--- src/rtl/seven_segment_pkg.sv ---
// Shared constants for the seven-segment display path.
//   - Segment bit positions (a = bit 0 ... g = bit 6) and glyph width.
//   - Glyph constants SEG_0..SEG_F and SEG_BLANK, built from per-segment
//     on/off flags so each glyph reads as the list of lit segments a..g.
package seven_segment_pkg;

    localparam int SEG_A_BIT = 0;
    localparam int SEG_B_BIT = 1;
    localparam int SEG_C_BIT = 2;
    localparam int SEG_D_BIT = 3;
    localparam int SEG_E_BIT = 4;
    localparam int SEG_F_BIT = 5;
    localparam int SEG_G_BIT = 6;
    localparam int SEG_W     = SEG_G_BIT + 1;

    function automatic logic [SEG_W-1:0] seg_glyph(
        input logic a, input logic b, input logic c, input logic d,
        input logic e, input logic f, input logic g
    );
        logic [SEG_W-1:0] r;
        r            = '0;
        r[SEG_A_BIT] = a;
        r[SEG_B_BIT] = b;
        r[SEG_C_BIT] = c;
        r[SEG_D_BIT] = d;
        r[SEG_E_BIT] = e;
        r[SEG_F_BIT] = f;
        r[SEG_G_BIT] = g;
        return r;
    endfunction

    //                                              a     b     c     d     e     f     g
    localparam logic [SEG_W-1:0] SEG_0     = seg_glyph(1'b1, 1'b1, 1'b1, 1'b1, 1'b1, 1'b1, 1'b0);
    localparam logic [SEG_W-1:0] SEG_1     = seg_glyph(1'b0, 1'b1, 1'b1, 1'b0, 1'b0, 1'b0, 1'b0);
    localparam logic [SEG_W-1:0] SEG_2     = seg_glyph(1'b1, 1'b1, 1'b0, 1'b1, 1'b1, 1'b0, 1'b1);
    localparam logic [SEG_W-1:0] SEG_3     = seg_glyph(1'b1, 1'b1, 1'b1, 1'b1, 1'b0, 1'b0, 1'b1);
    localparam logic [SEG_W-1:0] SEG_4     = seg_glyph(1'b0, 1'b1, 1'b1, 1'b0, 1'b0, 1'b1, 1'b1);
    localparam logic [SEG_W-1:0] SEG_5     = seg_glyph(1'b1, 1'b0, 1'b1, 1'b1, 1'b0, 1'b1, 1'b1);
    localparam logic [SEG_W-1:0] SEG_6     = seg_glyph(1'b1, 1'b0, 1'b1, 1'b1, 1'b1, 1'b1, 1'b1);
    localparam logic [SEG_W-1:0] SEG_7     = seg_glyph(1'b1, 1'b1, 1'b1, 1'b0, 1'b0, 1'b0, 1'b0);
    localparam logic [SEG_W-1:0] SEG_8     = seg_glyph(1'b1, 1'b1, 1'b1, 1'b1, 1'b1, 1'b1, 1'b1);
    localparam logic [SEG_W-1:0] SEG_9     = seg_glyph(1'b1, 1'b1, 1'b1, 1'b1, 1'b0, 1'b1, 1'b1);
    localparam logic [SEG_W-1:0] SEG_A     = seg_glyph(1'b1, 1'b1, 1'b1, 1'b0, 1'b1, 1'b1, 1'b1);
    localparam logic [SEG_W-1:0] SEG_B     = seg_glyph(1'b0, 1'b0, 1'b1, 1'b1, 1'b1, 1'b1, 1'b1);
    localparam logic [SEG_W-1:0] SEG_C     = seg_glyph(1'b1, 1'b0, 1'b0, 1'b1, 1'b1, 1'b1, 1'b0);
    localparam logic [SEG_W-1:0] SEG_D     = seg_glyph(1'b0, 1'b1, 1'b1, 1'b1, 1'b1, 1'b0, 1'b1);
    localparam logic [SEG_W-1:0] SEG_E     = seg_glyph(1'b1, 1'b0, 1'b0, 1'b1, 1'b1, 1'b1, 1'b1);
    localparam logic [SEG_W-1:0] SEG_F     = seg_glyph(1'b1, 1'b0, 1'b0, 1'b0, 1'b1, 1'b1, 1'b1);
    localparam logic [SEG_W-1:0] SEG_BLANK = '0;

endpackage

--- src/rtl/seven_segment_decode.sv ---
// Combinational nibble-to-glyph decoder.
//   nibble : 4-bit digit code
//   hex_en : 1 = codes 10..15 render as A b C d E F, 0 = they render blank
//   glyph  : active-high segments, bit 0 = a ... bit 6 = g
module seven_segment_decode
    import seven_segment_pkg::*;
(
    input  logic [3:0]       nibble,
    input  logic             hex_en,
    output logic [SEG_W-1:0] glyph
);

    always_comb begin
        glyph = SEG_BLANK;
        case (nibble)
            4'd0:    glyph = SEG_0;
            4'd1:    glyph = SEG_1;
            4'd2:    glyph = SEG_2;
            4'd3:    glyph = SEG_3;
            4'd4:    glyph = SEG_4;
            4'd5:    glyph = SEG_5;
            4'd6:    glyph = SEG_6;
            4'd7:    glyph = SEG_7;
            4'd8:    glyph = SEG_8;
            4'd9:    glyph = SEG_9;
            4'd10:   glyph = hex_en ? SEG_A : SEG_BLANK;
            4'd11:   glyph = hex_en ? SEG_B : SEG_BLANK;
            4'd12:   glyph = hex_en ? SEG_C : SEG_BLANK;
            4'd13:   glyph = hex_en ? SEG_D : SEG_BLANK;
            4'd14:   glyph = hex_en ? SEG_E : SEG_BLANK;
            4'd15:   glyph = hex_en ? SEG_F : SEG_BLANK;
            default: glyph = SEG_BLANK;
        endcase
    end

endmodule

--- src/rtl/seven_segment_mux.sv ---
// Multiplexed seven-segment driver for DIGITS digits.
//   clk, reset : single clock, synchronous active-high reset
//   load       : one-cycle strobe; counts/dp are captured into shadow
//                registers on the edge where load = 1 (no back-pressure,
//                the driver is always ready to take a new value)
//   counts     : packed digits, digit i at [4i+3:4i], digit 0 = least significant
//   dp         : decimal point per digit
//   blank_lz   : leading-zero blanking enable, used live every cycle
//   segments   : registered segments of the active digit (bit 0 = a)
//   dp_out     : registered decimal point of the active digit
//   digit_en   : registered one-hot digit select, off during the dead time
//   frame      : registered one-cycle pulse once per full scan
// ACTIVE_LOW inverts segments, dp_out and digit_en (not frame).
module seven_segment_mux
    import seven_segment_pkg::*;
#(
    parameter int DIGITS     = 4,
    parameter int PRESCALE   = 1000,
    parameter int DEADTIME   = 8,
    parameter int HEX        = 0,
    parameter int ACTIVE_LOW = 0
) (
    input  logic                  clk,
    input  logic                  reset,
    input  logic                  load,
    input  logic [4*DIGITS-1:0]   counts,
    input  logic [DIGITS-1:0]     dp,
    input  logic                  blank_lz,
    output logic [SEG_W-1:0]      segments,
    output logic                  dp_out,
    output logic [DIGITS-1:0]     digit_en,
    output logic                  frame
);

    localparam int   PRE_W  = $clog2(PRESCALE);
    localparam int   IDX_W  = $clog2(DIGITS);
    localparam logic POL    = (ACTIVE_LOW != 0);
    localparam logic HEX_EN = (HEX != 0);

    logic [PRE_W-1:0]    pre_cnt;
    logic [IDX_W-1:0]    idx;
    logic [4*DIGITS-1:0] sh_counts;
    logic [DIGITS-1:0]   sh_dp;
    logic                wrap_seen;

    logic                slot_end;
    logic                scan_wrap;
    logic [DIGITS-1:0]   keep;
    logic                any_nz;
    logic [3:0]          cur_nibble;
    logic                cur_dp;
    logic                cur_keep;
    logic [DIGITS-1:0]   sel;
    logic                en_ok;
    logic [SEG_W-1:0]    glyph;
    logic [SEG_W-1:0]    seg_raw;

    assign slot_end  = (pre_cnt == PRE_W'(PRESCALE - 1));
    assign scan_wrap = slot_end && (idx == IDX_W'(DIGITS - 1));

    // Digit enables stay off for the first DEADTIME cycles of each slot so
    // the previous digit's segment pattern never ghosts onto the next one.
    if (DEADTIME == 0) begin : g_no_dead
        assign en_ok = 1'b1;
    end else begin : g_dead
        assign en_ok = (pre_cnt >= PRE_W'(DEADTIME));
    end

    always_comb begin
        // keep[i] = some shadow digit at position i or above is nonzero
        // (suffix-OR); a digit with keep = 0 is a leading zero.
        any_nz = 1'b0;
        keep   = '0;
        for (int i = DIGITS - 1; i >= 0; i--) begin
            any_nz  = any_nz | (|sh_counts[4*i +: 4]);
            keep[i] = any_nz;
        end
        keep[0] = 1'b1;

        cur_nibble = '0;
        cur_dp     = 1'b0;
        cur_keep   = 1'b0;
        sel        = '0;
        for (int i = 0; i < DIGITS; i++) begin
            if (idx == IDX_W'(i)) begin
                cur_nibble = sh_counts[4*i +: 4];
                cur_dp     = sh_dp[i];
                cur_keep   = keep[i];
                sel[i]     = 1'b1;
            end
        end
    end

    seven_segment_decode u_decode (
        .nibble (cur_nibble),
        .hex_en (HEX_EN),
        .glyph  (glyph)
    );

    assign seg_raw = (blank_lz && !cur_keep) ? SEG_BLANK : glyph;

    always_ff @(posedge clk) begin
        if (reset) begin
            pre_cnt   <= '0;
            idx       <= '0;
            sh_counts <= '0;
            sh_dp     <= '0;
            wrap_seen <= 1'b0;
            segments  <= {SEG_W{POL}};
            dp_out    <= POL;
            digit_en  <= {DIGITS{POL}};
            frame     <= 1'b0;
        end else begin
            if (slot_end) begin
                pre_cnt <= '0;
                idx     <= scan_wrap ? '0 : idx + IDX_W'(1);
            end else begin
                pre_cnt <= pre_cnt + PRE_W'(1);
            end

            if (load) begin
                sh_counts <= counts;
                sh_dp     <= dp;
            end

            // Outputs lag the slot state by one edge, so frame is delayed
            // one extra stage to line up with the first output cycle of
            // digit 0 after a wrap (and not with the post-reset start).
            wrap_seen <= scan_wrap;
            frame     <= wrap_seen;

            segments  <= seg_raw ^ {SEG_W{POL}};
            dp_out    <= cur_dp ^ POL;
            digit_en  <= (en_ok ? sel : '0) ^ {DIGITS{POL}};
        end
    end

endmodule

--- config.mk ---
export PLATFORM = sky130hd
export DESIGN_NAME = seven_segment_mux
export DESIGN_NICKNAME = d
export VERILOG_FILES = /design/src/rtl/seven_segment_pkg.sv /design/src/rtl/seven_segment_decode.sv /design/src/rtl/seven_segment_mux.sv
export SDC_FILE = /design/constraint.sdc
export NUM_CORES = 1
export LEC_CHECK = 0
export BUFFER_PORTS_ARGS = -buffer_cell sky130_fd_sc_hd__buf_2
export CAP_MARGIN = 10
export CORE_ASPECT_RATIO = 1.2
export CORE_MARGIN = 2
export CORE_UTILIZATION = 35
export CTS_CLUSTER_DIAMETER = 60
export DETAILED_ROUTE_END_ITERATION = 10
export HOLD_SLACK_MARGIN = 0.02
export PLACE_DENSITY = 0.5
export SLEW_MARGIN = 0
export SYNTH_ARGS = -nofsm -noshare
export SYNTH_HDL_FRONTEND = slang
export SYNTH_SLANG_ARGS = --single-unit
--- constraint.sdc ---
create_clock -name clk -period 2.8 [get_ports clk]
set_clock_uncertainty 0.05 [all_clocks]
set_input_delay 0.14 -clock clk [delete_from_list [all_inputs] [get_ports clk]]
set_output_delay 0.14 -clock clk [all_outputs]
set_load 0.01 [all_outputs]
==> flow_metrics.py, run 1 <==
metrics = {
    "clock_network": {
        "clockBufferDepth": 2,
        "clkSlewWorstSetupHoldPaths_ps": 80,
        "post-cts-setup-buffers": 0,
        "cts_buffers": 5,
        "cts_hold_buf": 1,
        "htree_levels": 2,
        "cts_resized": 0,
        "cts_tree": "yes",
        "cts_sinks": 46,
        "clk_latency_ps": 300,
        "cts_root_buf": "clkbuf_8",
    },
    "timing": {
        "fin_crit_sh_pct": 83.8,
        "worst_pin_slew_ps": 683,
        "fin_crit_ps": 2350,
        "holdWs_ps": 27.4,
        "maxSlewHeadroom_pct": 54.4,
        "slew_violations": 0,
        "setup_viol": 0,
        "fmax_ghz": 0.426,
        "hold_viol": 0,
        "rsz0062_at_grt": "false",
        "setup_tns_ps": 0,
    },
    "logic_synthesis": {
        "yosysMostFrequentCell": "dfxtp_1",
        "synthTopCellsByCount": "46 x dfxtp_1, 40 x nor2_1, 21 x mux2i_1",
        "yosys_warnings": 0,
        "netlist.area_leader.share_pct": 43.1,
        "synth_seq_cells": 46,
        "synth_area_leader_cell": "dfxtp_1",
        "synthFlopType": "dfxtp_1",
        "postSynthCellCount": 218,
        "async_reset_ff_share_pct": 0,
        "seq_area_frac_synth_pct": 43.1,
        "avgSynthCellArea_um2": 9.80,
        "synth_edf_count": 0,
        "synth_cell_type_count": 47,
        "syn_nets": 248,
        "netlist_area_mm2": 0.00214,
        "synth.area.top_cells": "dfxtp_1 43%, mux2i_1 9.8%, nor2_1 7.0%",
    },
    "pwr": {
        "powerDensity_mw_per_mm2": 510,
        "leakage_nw": 1.04,
        "p_sw_share_pct": 24.3,
        "p_int_w": 0.000949,
        "ir_drop_uv": 241,
        "comb_power_share_pct": 10.7,
        "clkPwrFrac_pct": 33.1,
        "power_switching_w": 0.000305,
        "seqPwrFrac_pct": 56.2,
    },
    "placed_design": {
        "portBuffers": 36,
        "place_congestion": 0.775,
        "hpwl_mm": 2.95,
    },
    "floorplanning": {
        "die_x_um": 75.3,
        "die-height_um": 89.6,
        "core-area_mm2": 0.00597,
        "start_util_pct": 35.8,
        "die_area_mm2": 0.00675,
        "rows": 31,
        "num_io_pins": 37,
    },
    "setup_path": {
        "crit_fanout": 17,
        "crit_arrival_ps": 2510,
        "startpoint_type": "flip-flop",
        "end_kind": "flip-flop",
        "worstSetupPathType": "flip-flop to flip-flop",
        "cp.required_ps": 2960,
    },
    "final_layout": {
        "fill_cells": 636,
        "synthToLayoutAreaGrowth_pct": 15.0,
        "drive_gt1_share_pct": 24.5,
        "antennaDiodeCount": 0,
        "finalNetCount": 282,
    },
    "global_routing": {
        "grt_use_total_pct": 13.2,
        "grt-ovfl-total": 0,
        "grt_first_pass_wirelength_mm": 6.71,
        "grt_pass1_vias": 1419,
        "grt_max_degree": 31,
        "antenna_found_initial": 0,
    },
    "detailed_routing": {
        "wire_per_inst_um": 12.0,
        "drc": 0,
        "routed_wl_mm": 4.02,
        "drt_first_pass_iters": 4,
        "viasPerCell": 4.61,
        "initialDrtViolationCount": 44,
        "detail-route-antenna-nets": 0,
        "vias": 1543,
    },
    "run": {
        "maxCapViolCount": 0,
    },
    "worst_hold_path": {
        "min-delay-path-class": "input port to flip-flop",
    },
    "run_status": {
        "status": "finished, final reports clean",
    },
}
layer usage:
metal | share of wire, % | global-route usage (%) | vias up | wire length (µm)
li1 | - | - | 810 | -
met1 | 49 | 17.6 | 701 | 1980
met2 | 45 | 20.6 | 26 | 1820
met3 | 3.7 | 3.24 | 6 | 147
met4 | 1.9 | 5.26 | 0 | 75
met5 | 0 | 0 | - | 0
logic make-up (layout without fill, tap and decap cells):
group / count (synthesis) / in the layout / synth area share, %
and+or+nand+nor: 89 / 89 / 24.6
muxes: 21 / 21 / 9.84
adders and majority gates: 6 / 6 / 3.51
buffers and inverters: 21 / 56 / 5.10
DFF: 46 / 46 / 43.1
xor gates and xnor gates: 9 / 9 / 3.69
AOI/OAI and AO/OA: 26 / 26 / 10.1
power by group through the flow:
stage	Combinational, W	Clock [W]	Sequential, W
after CTS	0.000137	0.000439	0.000704
final	0.000134	0.000415	0.000704
after detailed placement	0.000135	0	0.000720
after floorplan	0.0000918	0	0.000720
after global placement	0.000135	0	0.000719
after global routing	0.000152	0.000458	0.000709
final timing paths:
check	start	cells past startpoint	to	slack, ps
setup / recovery	idx[0]	6	segments[6]	450
hold / removal	counts[3]	3	sh_counts[3]	30
hold reg to reg	wrap_seen	1	frame	400
setup reg to reg	idx[0]	6	segments[6]	450
per-stage QoR:
stage	std cells	util (%)	power, W	worst slack (ps)	area, µm²
after floorplan	218	-	0.000812	912	2140
after global placement	326	39.4	0.000854	528	2350
after detailed placement	326	39.4	0.000855	474	2350
after CTS	335	41.1	0.00128	457	2460
after global routing	335	41.1	0.00132	305	2460
final	335	41.1	0.00125	454	2460
cell type report:
class | instances | area, µm² | share of cell area [%]
clock buffer | 7 | 86.3 | 3.52
sequential | 46 | 921 | 37.5
tap | 82 | 103 | 4.18
timing repair buffer | 38 | 198 | 8.05
clock inverter | 1 | 5.00 | 0.204
multi-input combinational | 151 | 1110 | 45.0
inverter | 10 | 37.5 | 1.53
critical path, cell delays in order (launching register included):
cell and delay, ps:
dfxtp_1 400, ha_1 620, buf_4 270, a221o_1 380, nand2b_4 110, and2b_4 190, nor4_4 240
cells in the final DEF (no fill, tap or decap), types with 3 or more instances in the layout:
| master | netlist | final |
|---|---|---|
| nor2_1 | 40 | 40 |
| nor3_1 | 4 | 4 |
| dfxtp_1 | 46 | 46 |
| o21ai_0 | 4 | 4 |
| and2_1 | 3 | 3 |
| a21oi_1 | 6 | 6 |
| nor4_1 | 3 | 3 |
| inv_1 | 10 | 10 |
| clkbuf_8 | 0 | 6 |
| nor2b_1 | 4 | 4 |
| nand2_1 | 3 | 3 |
| nand3_1 | 7 | 7 |
| nand4_1 | 3 | 3 |
| nor3b_1 | 3 | 3 |
| buf_2 | 0 | 36 |
| xnor2_1 | 7 | 7 |
| ha_1 | 6 | 6 |
| mux2i_1 | 21 | 21 |
flip-flops by register name, summed over array words and instances (netlist names):
name and cells:
sh_counts 16, pre_cnt 10, segments 7, digit_en 4
sh_dp 4, idx 2, dp_out 1, frame 1
wrap_seen 1
No activity file was read; power rests on OpenSTA's default activity.
==> run 2, diff against run 1 <==
--- a/config.mk
+++ b/config.mk
@@ -5,6 +5,7 @@
 export SDC_FILE = /design/constraint.sdc
 export NUM_CORES = 1
 export LEC_CHECK = 0
+export ABC_AREA = 1
 export BUFFER_PORTS_ARGS = -buffer_cell sky130_fd_sc_hd__buf_2
 export CAP_MARGIN = 10
 export CORE_ASPECT_RATIO = 1.2
@@ -13,7 +14,7 @@
 export CTS_CLUSTER_DIAMETER = 60
 export DETAILED_ROUTE_END_ITERATION = 10
 export HOLD_SLACK_MARGIN = 0.02
-export PLACE_DENSITY = 0.5
+export PLACE_DENSITY = 0.52
 export SLEW_MARGIN = 0
 export SYNTH_ARGS = -nofsm -noshare
 export SYNTH_HDL_FRONTEND = slang
==> constraint.sdc (replaced) <==
create_clock -name clk -period 1.95 [get_ports clk]
set_clock_uncertainty 0.05 [all_clocks]
set_input_delay 0.0975 -clock clk [delete_from_list [all_inputs] [get_ports clk]]
set_output_delay 0.0975 -clock clk [all_outputs]
set_load 0.01 [all_outputs]
==> flow_metrics.py, run 2 <==
metrics = {
    "floorplanning": {
        "rows": 30,
        "die_x_um": 73.9,
        "die-height_um": 87.9,
        "start_util_pct": 36.2,
        "core-area_mm2": 0.00567,
        "die_area_mm2": 0.00649,
        "num_io_pins": 37,
    },
    "clock_network": {
        "cts_buffers": 5,
        "cts_sinks": 46,
        "clkSlewWorstSetupHoldPaths_ps": 90,
        "clockBufferDepth": 2,
        "htree_levels": 2,
        "cts_root_buf": "clkbuf_8",
        "clk_latency_ps": 290,
        "cts_tree": "yes",
    },
    "setup_path": {
        "end_kind": "flip-flop",
        "crit_arrival_ps": 1910,
        "crit_fanout": 7,
        "cp.required_ps": 2100,
        "worstSetupPathType": "flip-flop to flip-flop",
        "startpoint_type": "flip-flop",
    },
    "global_routing": {
        "grt_max_degree": 25,
        "antenna_found_initial": 0,
        "grt_use_total_pct": 15.1,
        "grt_first_pass_wirelength_mm": 7.67,
        "grt_pass1_vias": 1814,
        "grt-ovfl-total": 0,
    },
    "detailed_routing": {
        "drt_first_pass_iters": 4,
        "wire_per_inst_um": 10.8,
        "detail-route-antenna-nets": 0,
        "initialDrtViolationCount": 65,
        "drc": 0,
        "vias": 1861,
        "routed_wl_mm": 4.44,
        "viasPerCell": 4.52,
    },
    "logic_synthesis": {
        "synth_edf_count": 0,
        "synthTopCellsByCount": "56 x nor2_1, 46 x dfxtp_1, 44 x nand2_1",
        "yosysMostFrequentCell": "nor2_1",
        "netlist.area_leader.share_pct": 44.9,
        "synthFlopType": "dfxtp_1",
        "yosys_warnings": 0,
        "netlist_area_mm2": 0.00205,
        "synth_cell_type_count": 27,
        "postSynthCellCount": 276,
        "avgSynthCellArea_um2": 7.43,
        "synth.area.top_cells": "dfxtp_1 45%, nor2_1 10%, nand2_1 8.0%",
        "async_reset_ff_share_pct": 0,
        "synth_area_leader_cell": "dfxtp_1",
        "seq_area_frac_synth_pct": 44.9,
        "syn_nets": 306,
        "synth_seq_cells": 46,
    },
    "timing": {
        "fmax_ghz": 0.567,
        "worst_pin_slew_ps": 662,
        "maxSlewHeadroom_pct": 55.8,
        "rsz0062_at_grt": "true",
        "holdWs_ps": 34.6,
        "fin_crit_sh_pct": 90.4,
        "slew_violations": 0,
        "setup_tns_ps": 0,
        "hold_viol": 0,
        "setup_viol": 0,
        "fin_crit_ps": 1760,
    },
    "worst_hold_path": {
        "min-delay-path-class": "input port to flip-flop",
    },
    "placed_design": {
        "place_congestion": 0.823,
        "hpwl_mm": 3.31,
        "dp.cells": 387,
        "portBuffers": 36,
    },
    "final_layout": {
        "regMostFlops": "sh_counts",
        "top_regs": "sh_counts (16), pre_cnt (10), segments (7)",
        "drive_gt1_share_pct": 21.4,
        "largest_register_ffs": 16,
        "final_cell_mix": "56 x nor2_1, 46 x dfxtp_1, 44 x nand2_1",
        "antennaDiodeCount": 0,
        "finalNetCount": 361,
        "fin_cells": 412,
        "final_common_cell": "nor2_1",
        "fill_cells": 572,
        "synthToLayoutAreaGrowth_pct": 28.7,
    },
    "run": {
        "maxCapViolCount": 0,
    },
    "pwr": {
        "power_w": 0.00210,
        "ir_drop_uv": 377,
        "leakage_nw": 1.23,
        "powerDensity_mw_per_mm2": 795,
    },
    "run_status": {
        "status": "finished, final reports clean",
    },
}
[run 2: cell types whose count changed in the layout (fill, tap and decap cells not counted), sizes merged, moves of 5 or more]
cell / before / now
a21oi: 6 / 18
nand2: 3 / 51
xnor2: 7 / 0
and2: 5 / 0
nand3: 7 / 15
nor2b: 5 / 0
inv: 10 / 30
mux2i: 21 / 0
o21ai: 6 / 27
nor2: 40 / 59
dlygate4sd3: 1 / 17
[run 2: final timing paths]
check,depth (start not counted),endpoint,slack (ps),start
worst min-delay path,3,sh_counts[10],30,counts[10]
worst min register to register,2,frame,360,wrap_seen
worst max-delay path,12,segments[0],190,idx[1]
worst max register to register,12,segments[0],190,idx[1]
[run 2: per-layer routing]
layer	GRT usage, %	wire length, µm	vias to the layer above
met4	5.79	59	0
met2	26.5	2230	27
met5	0	0	-
met3	4.26	138	7
met1	17.1	2020	832
li1	-	-	995
[run 2: critical path, stage by stage, from the launching register on]
cell and delay (ps):
dfxtp_1 370, inv_1 110, ha_2 240, nor2_2 160
nand2_1 70, nand2_1 100, nand2_2 60, nand2_2 90
inv_1 70, o21ai_0 160, nand3_1 100, nand2_1 80
nand2_1 50
[run 2: kinds of logic after synthesis]
kind of cell,after synthesis,share of synthesized area (%)
flip-flops,46,44.9
AO/OA/AOI/OAI,49,13.8
buffers and inverters,37,7.32
AND/OR/NAND/NOR,137,29.9
adder cells (fa/ha/maj),6,3.66
XOR/XNOR,1,0.427
[run 2: power breakdown]
| group | switching [W] | internal (W) |
|---|---|---|
| clock network | 0.000314 | 0.000546 |
| registers | 0.0000252 | 0.000988 |
| logic | 0.000123 | 0.000102 |
| total | 0.000462 | 0.00164 |
[run 2: through the flow]
step / setup slack, ps / util (%) / area, µm²
after detailed placement: 127 / 40.8 / 2310
after floorplan: 291 / - / 2050
after CTS: 112 / 46.3 / 2620
final: 187 / 46.6 / 2640
after global routing: -12.6 / 46.6 / 2640
after global placement: 170 / 40.8 / 2310
[run 2: area by class of cell]
cell class                 count  area (µm²)  area share (%)
inverter                      30         113            4.27
multi-input combinational    193         998            37.8
clock buffer                   6        82.6            3.13
timing repair buffer          55         365            13.8
clock inverter                 2        60.1            2.27
sequential                    46         921            34.9
tap                           80         100            3.79
[run 2: what timing repair did]
action	4_1_cts	5_1_grt
hold buffers	17	0
buffers inserted	0	0
hold endpoints to repair	19	0
resized for setup	0	5
endpoints found under the setup margin	0	7
